File: src/rtl/traffic_phase_controller_if.sv
// Control/status bus between the phase controller and its downstream saturation counter.
interface traffic_phase_controller_if #(
    parameter int unsigned COUNT_SIZE = 5
) ();
    logic                  cnt_load;
    logic [COUNT_SIZE-1:0] cnt_in;
    logic                  cnt_up;
    logic                  cnt_down;
    logic                  cnt_loadMax;
    logic [COUNT_SIZE-1:0] cnt_maxIn;
    logic [COUNT_SIZE-1:0] cnt_out;

    modport master (
        output cnt_load, cnt_in, cnt_up, cnt_down, cnt_loadMax, cnt_maxIn,
        input  cnt_out
    );

    modport slave (
        input  cnt_load, cnt_in, cnt_up, cnt_down, cnt_loadMax, cnt_maxIn,
        output cnt_out
    );
endinterface

File: src/rtl/traffic_phase_controller.sv
// Traffic light phase sequencer; times each phase by loading and draining an external
// saturation counter, with a pedestrian walk insert and an emergency all-red override.
module traffic_phase_controller #(
    parameter int unsigned COUNT_SIZE = 5,
    parameter int unsigned T_GREEN    = 20,
    parameter int unsigned T_YELLOW   = 4,
    parameter int unsigned T_ALLRED   = 2,
    parameter int unsigned T_WALK     = 10
) (
    input  logic                              clk,
    input  logic                              rst,
    input  logic                              ped_req,
    input  logic                              emerg,
    traffic_phase_controller_if.master        cnt,
    output logic [1:0]                        ns_light,
    output logic [1:0]                        ew_light,
    output logic                              walk,
    output logic [2:0]                        phase
);
    localparam int unsigned W = COUNT_SIZE;

    localparam logic [W-1:0] GREEN_M1  = W'(T_GREEN - 1);
    localparam logic [W-1:0] YELLOW_M1 = W'(T_YELLOW - 1);
    localparam logic [W-1:0] ALLRED_M1 = W'(T_ALLRED - 1);
    localparam logic [W-1:0] WALK_M1   = W'(T_WALK - 1);

    localparam logic [1:0] LAMP_RED    = 2'b00;
    localparam logic [1:0] LAMP_GREEN  = 2'b01;
    localparam logic [1:0] LAMP_YELLOW = 2'b10;

    typedef enum logic [2:0] {
        INIT      = 3'd0,
        NS_GREEN  = 3'd1,
        NS_YELLOW = 3'd2,
        ALLRED_A  = 3'd3,
        EW_GREEN  = 3'd4,
        EW_YELLOW = 3'd5,
        ALLRED_B  = 3'd6,
        PED_WALK  = 3'd7
    } state_t;

    state_t state;
    state_t state_next;
    logic   ped_pending;
    logic   ped_pending_next;
    logic   emerg_flag;
    logic   emerg_flag_next;

    // Counter preload for a state: its dwell minus one, so the state lasts exactly T cycles.
    function automatic logic [W-1:0] dwell_m1(input state_t s);
        case (s)
            NS_YELLOW, EW_YELLOW: dwell_m1 = YELLOW_M1;
            ALLRED_A, ALLRED_B:   dwell_m1 = ALLRED_M1;
            PED_WALK:             dwell_m1 = WALK_M1;
            default:              dwell_m1 = GREEN_M1;
        endcase
    endfunction

    function automatic state_t successor(input state_t s, input logic pend);
        case (s)
            NS_GREEN:  successor = NS_YELLOW;
            NS_YELLOW: successor = ALLRED_A;
            ALLRED_A:  successor = EW_GREEN;
            EW_GREEN:  successor = EW_YELLOW;
            EW_YELLOW: successor = ALLRED_B;
            ALLRED_B:  successor = pend ? PED_WALK : NS_GREEN;
            default:   successor = NS_GREEN;
        endcase
    endfunction

    always_ff @(posedge clk or negedge rst) begin
        if (!rst) begin
            state       <= INIT;
            ped_pending <= 1'b0;
            emerg_flag  <= 1'b0;
        end else begin
            state       <= state_next;
            ped_pending <= ped_pending_next;
            emerg_flag  <= emerg_flag_next;
        end
    end

    always_comb begin
        state_next       = state;
        ped_pending_next = ped_pending | ped_req;
        emerg_flag_next  = emerg_flag | emerg;
        cnt.cnt_load     = 1'b0;
        cnt.cnt_down     = 1'b0;
        cnt.cnt_up       = 1'b0;
        cnt.cnt_loadMax  = (state == INIT);
        cnt.cnt_maxIn    = '1;
        cnt.cnt_in       = dwell_m1(successor(state, ped_pending));
        ns_light         = LAMP_RED;
        ew_light         = LAMP_RED;
        walk             = 1'b0;
        phase            = 3'd0;

        if (state == INIT) begin
            cnt.cnt_load = 1'b1;
            cnt.cnt_in   = GREEN_M1;
            state_next   = NS_GREEN;
        end else if (emerg_flag) begin
            // Override release resumes through a full all-red before the next green.
            if (!emerg) begin
                cnt.cnt_load    = 1'b1;
                cnt.cnt_in      = ALLRED_M1;
                state_next      = ALLRED_B;
                emerg_flag_next = 1'b0;
            end
        end else if (cnt.cnt_out == '0) begin
            // A fresh override holds the expired phase instead of advancing it.
            if (!emerg) begin
                state_next   = successor(state, ped_pending);
                cnt.cnt_load = 1'b1;
                cnt.cnt_in   = dwell_m1(state_next);
                if (state_next == PED_WALK) begin
                    ped_pending_next = 1'b0;
                end
            end
        end else begin
            cnt.cnt_down = 1'b1;
        end

        if (!rst) begin
            cnt.cnt_in = ALLRED_M1;
        end

        if (!emerg_flag) begin
            phase = 3'(state);
            case (state)
                NS_GREEN:  ns_light = LAMP_GREEN;
                NS_YELLOW: ns_light = LAMP_YELLOW;
                EW_GREEN:  ew_light = LAMP_GREEN;
                EW_YELLOW: ew_light = LAMP_YELLOW;
                PED_WALK:  walk     = 1'b1;
                default:   ;
            endcase
        end
    end
endmodule

File: src/flat_wrapper.sv
// flat-port wrapper written by rule: the top's interface ports become plain ports
module traffic_phase_controller_flat 
#(
    parameter int unsigned COUNT_SIZE = 5,
    parameter int unsigned T_GREEN    = 20,
    parameter int unsigned T_YELLOW   = 4,
    parameter int unsigned T_ALLRED   = 2,
    parameter int unsigned T_WALK     = 10
)
  (clk, rst, ped_req, emerg, ns_light, ew_light, walk, phase, cnt_cnt_load, cnt_cnt_in, cnt_cnt_up, cnt_cnt_down, cnt_cnt_loadMax, cnt_cnt_maxIn, cnt_cnt_out);
  traffic_phase_controller_if #(.COUNT_SIZE(COUNT_SIZE)) cnt_i ();
  input  logic clk;
  input  logic rst;
  input  logic ped_req;
  input  logic emerg;
  output logic [1:0] ns_light;
  output logic [1:0] ew_light;
  output logic walk;
  output logic [2:0] phase;
  output wire logic [$bits(cnt_i.cnt_load)-1:0] cnt_cnt_load;
  output wire logic [$bits(cnt_i.cnt_in)-1:0] cnt_cnt_in;
  output wire logic [$bits(cnt_i.cnt_up)-1:0] cnt_cnt_up;
  output wire logic [$bits(cnt_i.cnt_down)-1:0] cnt_cnt_down;
  output wire logic [$bits(cnt_i.cnt_loadMax)-1:0] cnt_cnt_loadMax;
  output wire logic [$bits(cnt_i.cnt_maxIn)-1:0] cnt_cnt_maxIn;
  input wire logic [$bits(cnt_i.cnt_out)-1:0] cnt_cnt_out;
  assign cnt_cnt_load = cnt_i.cnt_load;
  assign cnt_cnt_in = cnt_i.cnt_in;
  assign cnt_cnt_up = cnt_i.cnt_up;
  assign cnt_cnt_down = cnt_i.cnt_down;
  assign cnt_cnt_loadMax = cnt_i.cnt_loadMax;
  assign cnt_cnt_maxIn = cnt_i.cnt_maxIn;
  assign cnt_i.cnt_out = cnt_cnt_out;
  traffic_phase_controller #(.COUNT_SIZE(COUNT_SIZE), .T_GREEN(T_GREEN), .T_YELLOW(T_YELLOW), .T_ALLRED(T_ALLRED), .T_WALK(T_WALK)) u_core (.clk(clk), .rst(rst), .ped_req(ped_req), .emerg(emerg), .cnt(cnt_i), .ns_light(ns_light), .ew_light(ew_light), .walk(walk), .phase(phase));
endmodule
File: config.mk
export PLATFORM = sky130hd
export DESIGN_NAME = traffic_phase_controller_flat
export DESIGN_NICKNAME = d
export VERILOG_FILES = /design/src/rtl/traffic_phase_controller_if.sv /design/src/rtl/traffic_phase_controller.sv /design/src/flat_wrapper.sv
export SDC_FILE = /design/constraint.sdc
export NUM_CORES = 1
export LEC_CHECK = 0
export CORE_MARGIN = 1.5
export CORE_UTILIZATION = 39
export CTS_CLUSTER_DIAMETER = 200
export DETAILED_ROUTE_END_ITERATION = 8
export PLACE_DENSITY = 0.82
export SLEW_MARGIN = 20
export SYNTH_ARGS = -nofsm -noshare
export SYNTH_HDL_FRONTEND = slang
export SYNTH_SLANG_ARGS = --single-unit
File: constraint.sdc
create_clock -name clk -period 2.2 [get_ports clk]
set_clock_uncertainty 0.05 [all_clocks]
set_input_delay 0.44 -clock clk [delete_from_list [all_inputs] [get_ports clk]]
set_output_delay 0.44 -clock clk [all_outputs]
set_load 0.05 [all_outputs]
### Word level (Yosys, flattened, before mapping)

Cells that the tools add are included.

* add/subtract/negate cells: 0
* $mul: 0
* divide/modulo/power cells: 0
* order comparisons: 0
* equal/unequal tests: 19
* shift-type cells: 0
* muxes and demuxes: 41
* bitwise operators: 2
* reduce and logical (&&, ||, !) cells: 8

Operators with widths (count)
* 2-to-1 mux 3 bit: 11
* == test 3 bit, second input constant: 10
* 2-to-1 mux 5 bit: 6
* case mux 5 bit (3 select lines): 2
* == test 3 x 2 -> 1 bit, second input constant: 6
* case mux 3 bit (6 select lines): 1
* 2-to-1 mux 1 bit: 17
* case mux 2 bit (2 select lines): 2
* OR reduction 2 bit: 4
* != test 3 bit, second input constant: 2
* zero test 5 bit: 1
* 2-to-1 mux 2 bit: 2
* == test 3 x 1 -> 1 bit, second input constant: 1
* zero test 3 bit: 1
* AND reduction 3 bit: 1
* nonzero test 3 bit: 1
* OR 1 bit: 2

* flip-flop bits (word level): 5
* latch bits: 0
* bits in writable memories: 0
* bits in read-only memories: 0
* input port bits: 9
* output and inout bits: 22
* word-level logic and storage cells: 73
* memories: 0

### Logic depth before layout (Yosys ltp)

Gate-level depths: netlist of run 1.

* depth after elaboration: 14
* depth in mapped cells: 4
* mapped depth without buffers: 3

### Worst setup path before layout of run 1

OpenSTA, ideal clock, no wires.

* path type: register -> output
* start: register u_core.state[2]
* end: output cnt_cnt_in[4]
* data arrival time: 1950 ps
* data required time: 1710 ps
* setup slack: -240 ps
* stages on the path, launching flop included: 3
* path buffers: 0
* path through: dfrtp_1 or3_1 a21boi_0

* word-level cells in the longest chain between the ends: 14
* elaborated cells on any way between the ends: 34
* classes of those cells: 16 x eq/ne; 13 x mux; 5 x reduce/logical

Ends and longest elaborated chain
* from (decl): line traffic_phase_controller.sv:42 `state_t state;`
* from (signal assigned): line traffic_phase_controller.sv:77 `state <= state_next;`
* == test 3 bit, or another cell as far along: line traffic_phase_controller.sv:60 `case (s)`
* case mux 3 bit (6 select lines): line traffic_phase_controller.sv:60
* 2-to-1 mux 3 bit: line traffic_phase_controller.sv:112 `if (!emerg) begin`
* 2-to-1 mux 3 bit: line traffic_phase_controller.sv:110 `end else if (cnt.cnt_out == '0) begin`
* 2-to-1 mux 3 bit: line traffic_phase_controller.sv:102 `end else if (emerg_flag) begin`
* 2-to-1 mux 3 bit: line traffic_phase_controller.sv:98 `if (state == INIT) begin`
* == test 3 x 2 -> 1 bit or == test 3 bit (tied branches): line traffic_phase_controller.sv:51 `case (s)`
* OR reduction 2 bit: line traffic_phase_controller.sv:51
* case mux 5 bit (3 select lines): line traffic_phase_controller.sv:51
* 2-to-1 mux 5 bit: line traffic_phase_controller.sv:112
* 2-to-1 mux 5 bit: line traffic_phase_controller.sv:110
* 2-to-1 mux 5 bit: line traffic_phase_controller.sv:102
* 2-to-1 mux 5 bit (*): line traffic_phase_controller.sv:98
* 2-to-1 mux 5 bit (*): line traffic_phase_controller.sv:124 `if (!rst) begin`
* to (decl): line flat_wrapper.sv:21 `output wire logic [$bits(cnt_i.cnt_in)-1:0] cnt_cnt_in;`

Every way passes the cells marked *; elsewhere a longest branch is shown, timed or not. The select of a mux whose other input is x is not followed.

### Final worst setup path of run 1

* start: register u_core.state[2]
* end: output cnt_cnt_down

* word-level cells in the longest chain between the ends: 2

Ends and longest elaborated chain
* zero test 3 bit: line traffic_phase_controller.sv:98
* 2-to-1 mux 1 bit: line traffic_phase_controller.sv:98
* to (decl): line flat_wrapper.sv:23 `output wire logic [$bits(cnt_i.cnt_down)-1:0] cnt_cnt_down;`

No other way between the ends.

==> impl_metrics.tcl, run 1 <==
set metrics [dict create \
    cts-htree-levels 1 \
    clkPwrFrac 0.103 \
    postCtsSetupBuffers 0 \
    drt-pass1-iter-count 4 \
    ys.warnings.count 0 \
    critPathLaunch "u_core.state[2]$_DFFE_PN0P_" \
    cp_max_fo 8 \
    nNetsFinal 110 \
    reg2regPathDepth 4 \
    drt_iter0_drc 11 \
    final.min_clock_period_ps 2110 \
    r2r_start "u_core.emerg_flag$_DFF_PN0_" \
    combPwrFrac 0.731 \
    crit_type "flip-flop to output pin" \
    insertion_delay_ps 240 \
    grt_max_degree 11 \
    utilization 0.733 \
    synthCells 71 \
    initial_core_util 0.414 \
    die_h_um 39.9 \
    n_antenna_cell 0 \
    ys_types 31 \
    wl_um 1350 \
    max_freq_mhz 473 \
    endpoint_kind "output pin" \
    cts_sinks 5 \
    cp.required_ps 1710 \
    hold_path.class "primary input to async pin" \
    cts_tree "done" \
    cts-hold-fix-buffers 0 \
    drive_gt1_frac 0.400 \
    ant_nets 0 \
    die_w_um 39.9 \
    remaining_drc_errors 0 \
    p_leak_nw 0.436 \
    intPower_mw 0.510 \
    drv_cap 0 \
    cts_root_buf "clkbuf_4" \
    drv_slew 0 \
    antenna_found_initial 0 \
    rsz0062_at_grt "no" \
    first_global_vias 536 \
    yosysTopAreaCell "dfrtp_1" \
    p_sw_frac 0.511 \
    p_switching_mw 0.533 \
    ios 31 \
    die-area_mm2 0.00159 \
    clkSlewWorstSetupHoldPaths_ps 50 \
    r2r_end "u_core.state[1]$_DFFE_PN0P_" \
    grt_pass1_wl_um 2250 \
    seq_area_frac_synth 0.235 \
    dpl.hpwl_um 1130 \
    finalSetupViolations 0 \
    grt-ovfl-total 0 \
    core_area_mm2 0.00128 \
    rrSetupSlack_ps 720 \
    ir_drop_mv 0.565 \
    via_per_inst 5.18 \
    cp-start-kind "flip-flop" \
    cts_made_buffers 3 \
    min_period_over_period 0.960 \
    outcome "complete, no violations" \
    syn_avg_cell_area_um2 7.49 \
    syn_area_um2 532 \
    ys_ff_latch 5 \
    port_buffers 22 \
    clockBufferDepth 2 \
    power_frac_seq 0.166 \
    arrival_ps 1620 \
    yosysTopAreaCellShare 0.235 \
    power.density_mw_per_mm2 1110 \
    gp_congestion 0.871 \
    dr_total_vias 596 \
    hold_ws_ps 339 \
    finalHoldViolations 0 \
    wl_per_cell_um 11.7 \
    synth_area_leaders "dfrtp_1 24%, buf_4 11%, nand2b_1 5.9%" \
    syn2layout_area_growth_pct 77.2 \
    grt_usage 0.208 \
    rows 13 \
]
power groups by stage:
stage,clock network (mW),registers [mW],logic (mW)
floorplan,0,0.139,0.488
global placement,0,0.166,0.745
detailed placement,0,0.171,0.755
CTS,0.112,0.169,0.758
global route,0.120,0.180,0.810
finish,0.107,0.174,0.763
cell usage in the layout (no fill, tap or decap), types with 3 or more instances in the layout:
master,synthesis,final
inv_1,5,5
o21ai_0,3,3
nand2b_1,5,4
dfrtp_1,5,4
clkdlybuf4s50_1,0,4
buf_12,0,10
nor3_2,1,4
clkbuf_4,0,3
nand2_1,3,3
buf_4,8,11
dlygate4sd2_1,0,3
nor2_1,6,5
conb_1,2,8
worst max-delay path by stage:
stage / to / slack [ps] / depth (start not counted)
floorplan: cnt_cnt_in[4] / -240 / 2
global placement: cnt_cnt_down / -40 / 5
detailed placement: cnt_cnt_down / -90 / 5
CTS: cnt_cnt_in[4] / 20 / 6
global route: cnt_cnt_in[4] / 10 / 6
finish: cnt_cnt_down / 90 / 4
through the flow:
step           total power [mW]  cells  TNS, ps  instance area, um^2  worst slack, ps
3_3_place_gp              0.911    111    -44.8                  887            -44.8
2_1_floorplan             0.627     77     -341                  572             -240
3_5_place_dp              0.925    111    -92.4                  887            -92.4
5_1_grt                    1.11    115        0                  942             9.63
6_report                   1.04    115        0                  942             87.7
4_1_cts                    1.04    115        0                  921             18.0
critical path, stage by stage, from the launching register on:
cell	delay, ps
dfrtp_1	450
or3_1	440
inv_1	220
nor3_2	90
buf_6	170
metal layers:
layer | routed length [um] | share of wire | global-route usage | up-vias
met5 | 0 | 0 | 0 | -
met1 | 558 | 0.41 | 0.266 | 280
li1 | - | - | - | 290
met3 | 76 | 0.056 | 0.0682 | 0
met4 | 0 | 0 | 0 | 0
met2 | 711 | 0.53 | 0.355 | 26
layout make-up:
| type | instances | area (um^2) |
|---|---|---|
| inverters | 5 | 18.8 |
| flip-flops and latches | 5 | 126 |
| fillers | 93 | 343 |
| well taps | 15 | 18.8 |
| repair buffers | 30 | 373 |
| multi-input cells | 56 | 379 |
| clock buffers | 4 | 26.3 |
sequential cells by signal, indices dropped and copies added, names as in the netlist:
register and cells:
u_core.state 3, u_core.emerg_flag 1, u_core.ped_pending 1
timing repair:
action / in CTS / in global routing
pin swaps: 2 / 1
endpoints found under the setup margin: 1 / 5
resized for setup: 6 / 6
cell families after synthesis:
kind of cell,share of synthesized area
AND/OR/NAND/NOR,0.337
AO/OA/AOI/OAI,0.240
buffers and inverters,0.174
flip-flops,0.235
other,0.0141
cells in the mapped netlist:
cell      n
o41ai_2   1
nor3_2    1
a21o_1    1
nor3b_1   1
o31a_1    1
a21oi_1   3
or4_4     1
clkbuf_1  1
nand2_1   3
nor2_1    6
a31oi_1   2
and3_1    1
a21boi_0  1
nor2b_1   3
o211ai_1  2
conb_1    2
nand2b_1  5
nor4_1    1
and4_1    1
o211ai_2  1
nand3b_1  1
o22a_2    1
buf_2     2
o21ai_0   3
dfrtp_1   5
or3_1     1
or2_2     1
o21a_1    1
inv_1     5
nor3_1    5
buf_4     8
Note: power is estimated with default switching activity, not from simulation.
==> run 2, diff against run 1 <==
--- a/config.mk
+++ b/config.mk
@@ -10,6 +10,7 @@
 export CTS_CLUSTER_DIAMETER = 200
 export DETAILED_ROUTE_END_ITERATION = 8
 export PLACE_DENSITY = 0.82
+export REMOVE_ABC_BUFFERS = 1
 export SLEW_MARGIN = 20
 export SYNTH_ARGS = -nofsm -noshare
 export SYNTH_HDL_FRONTEND = slang
==> run 2 against run 1 <==
  * The flow now finishes with violations (setup timing)
  * Fmax down 4.2%
  * Final cell count down 0.87%
  * Flip-flop and latch count unchanged
  * Die area did not move
  * Via count is 6.7% lower
  * Clock power decreased by 6%
  * Combinational power decreased by 14%
  * First-iteration DRC count is 36% lower
  * Critical endpoint unchanged
  * Largest power group unchanged
==> impl_metrics.tcl, run 2 (synthesis gave the netlist of run 1 again) <==
set metrics [dict create \
    ant_nets 0 \
    cp-start-kind "primary input" \
    cts_sinks 5 \
    max_freq_mhz 454 \
    final_common_cell "buf_4" \
    drt-pass1-iter-count 2 \
    cts-htree-levels 1 \
    initial_core_util 0.414 \
    cp.required_ps 1710 \
    die-area_mm2 0.00159 \
    fin_area_um2 853 \
    nNetsFinal 109 \
    dp_slack_ps -48.6 \
    grt_max_degree 15 \
    cts-hold-fix-buffers 0 \
    hold_path.class "primary input to async pin" \
    place_area_um2 812 \
    remaining_drc_errors 0 \
    insertion_delay_ps 230 \
    crit_path_cell_trace "clkdlybuf4s50_1 > or4_4 > nor2_1 > nor3_1 > buf_4" \
    largest-register "u_core.state" \
    die_w_um 39.9 \
    n_antenna_cell 0 \
    drv_cap 0 \
    cts_made_buffers 3 \
    arrival_ps 1710 \
    wl_per_cell_um 11.1 \
    setup_ws_ps -4.39 \
    die_h_um 39.9 \
    first_global_vias 467 \
    top_regs "u_core.state: 3 flops, u_core.emerg_flag: 1 flops, u_core.ped_pending: 1 flops" \
    ios 31 \
    outcome "complete, but fails checks" \
    power.density_mw_per_mm2 1110 \
    rsz0062_at_grt "yes" \
    final_cell_mix "15 x buf_4, 8 x conb_1, 6 x nor2_1, 6 x buf_12" \
    dr_total_vias 556 \
    wl_um 1270 \
    total_power_mw 0.947 \
    cts_tree "done" \
    drt_iter0_drc 7 \
    syn2layout_area_growth_pct 60.5 \
    drv_slew 0 \
    grt_pass1_wl_um 1930 \
    core_area_mm2 0.00128 \
    clkSlewWorstSetupHoldPaths_ps 40 \
    crit_slowest_cell "clkdlybuf4s50_1" \
    path_buf_inv 2 \
    min_period_over_period 1.00 \
    drive_gt1_frac 0.333 \
    finalSetupViolations 1 \
    antenna_found_initial 0 \
    cts_root_buf "clkbuf_4" \
    crit_family "buffers and inverters" \
    largest_reg_flops 3 \
    grt_usage 0.184 \
    dpl.hpwl_um 1060 \
    clockBufferDepth 2 \
    via_per_inst 4.88 \
    crit_type "primary input to output pin" \
    endpoint_kind "output pin" \
    rows 13 \
    violations "setup timing" \
    p_leak_nw 0.400 \
    grt-ovfl-total 0 \
    slowest_delay_ps 460 \
    ir_drop_mv 0.507 \
    cp_max_fo 2 \
    port_buffers 22 \
    gp_congestion 0.823 \
    tns_ps -4.39 \
    final.min_clock_period_ps 2200 \
    finalHoldViolations 0 \
]
==> run 2: worst paths after layout <==
path | start | end | slack (ps) | cells after the start
setup / recovery | cnt_cnt_out[0] | cnt_cnt_down | -4 | 5
hold / removal | rst | u_core.ped_pending$_DFF_PN0_ | 360 | 1
setup reg to reg | u_core.emerg_flag$_DFF_PN0_ | u_core.state[1]$_DFFE_PN0P_ | 780 | 4
hold reg to reg | u_core.ped_pending$_DFF_PN0_ | u_core.ped_pending$_DFF_PN0_ | 470 | 1
max in group asynchronous | rst | u_core.state[1]$_DFFE_PN0P_ | 1410 | 2
min in group clk | u_core.ped_pending$_DFF_PN0_ | u_core.ped_pending$_DFF_PN0_ | 470 | 1
==> run 2: what timing repair did <==
action	CTS	global route
pin swaps	2	0
setup endpoints to repair	1	4
resized for setup	3	4
buffers inserted	0	0
==> run 2: layout make-up <==
cell class / instances / area, um^2
Multi-Input combinational cell: 56 / 354
Tap cell: 15 / 18.8
Sequential cell: 5 / 126
Timing Repair Buffer: 29 / 309
Fill cell: 111 / 432
Inverter: 5 / 18.8
Clock buffer: 4 / 26.3
==> run 2: power by group <==
| group | total [mW] | internal (mW) | switching [mW] | leakage (nW) |
|---|---|---|---|---|
| Clock | 0.101 | 0.0682 | 0.0327 | 0.0150 |
| Sequential | 0.192 | 0.120 | 0.0727 | 0.0530 |
| Combinational | 0.654 | 0.263 | 0.391 | 0.332 |
| Total | 0.947 | 0.451 | 0.496 | 0.400 |
==> run 2: layer usage <==
layer | wire (um) | track usage
met5 | 0 | 0
met4 | 0 | 0.0776
met3 | 67 | 0.0341
met2 | 662 | 0.323
met1 | 538 | 0.215
==> run 2: through the flow <==
step	std cells	hold slack, ps	utilization
6_report	114	365	0.664
5_1_grt	114	352	0.664
4_1_cts	114	360	0.649
3_5_place_dp	110	472	0.632
3_3_place_gp	110	472	0.632
2_1_floorplan	66	94.4	-
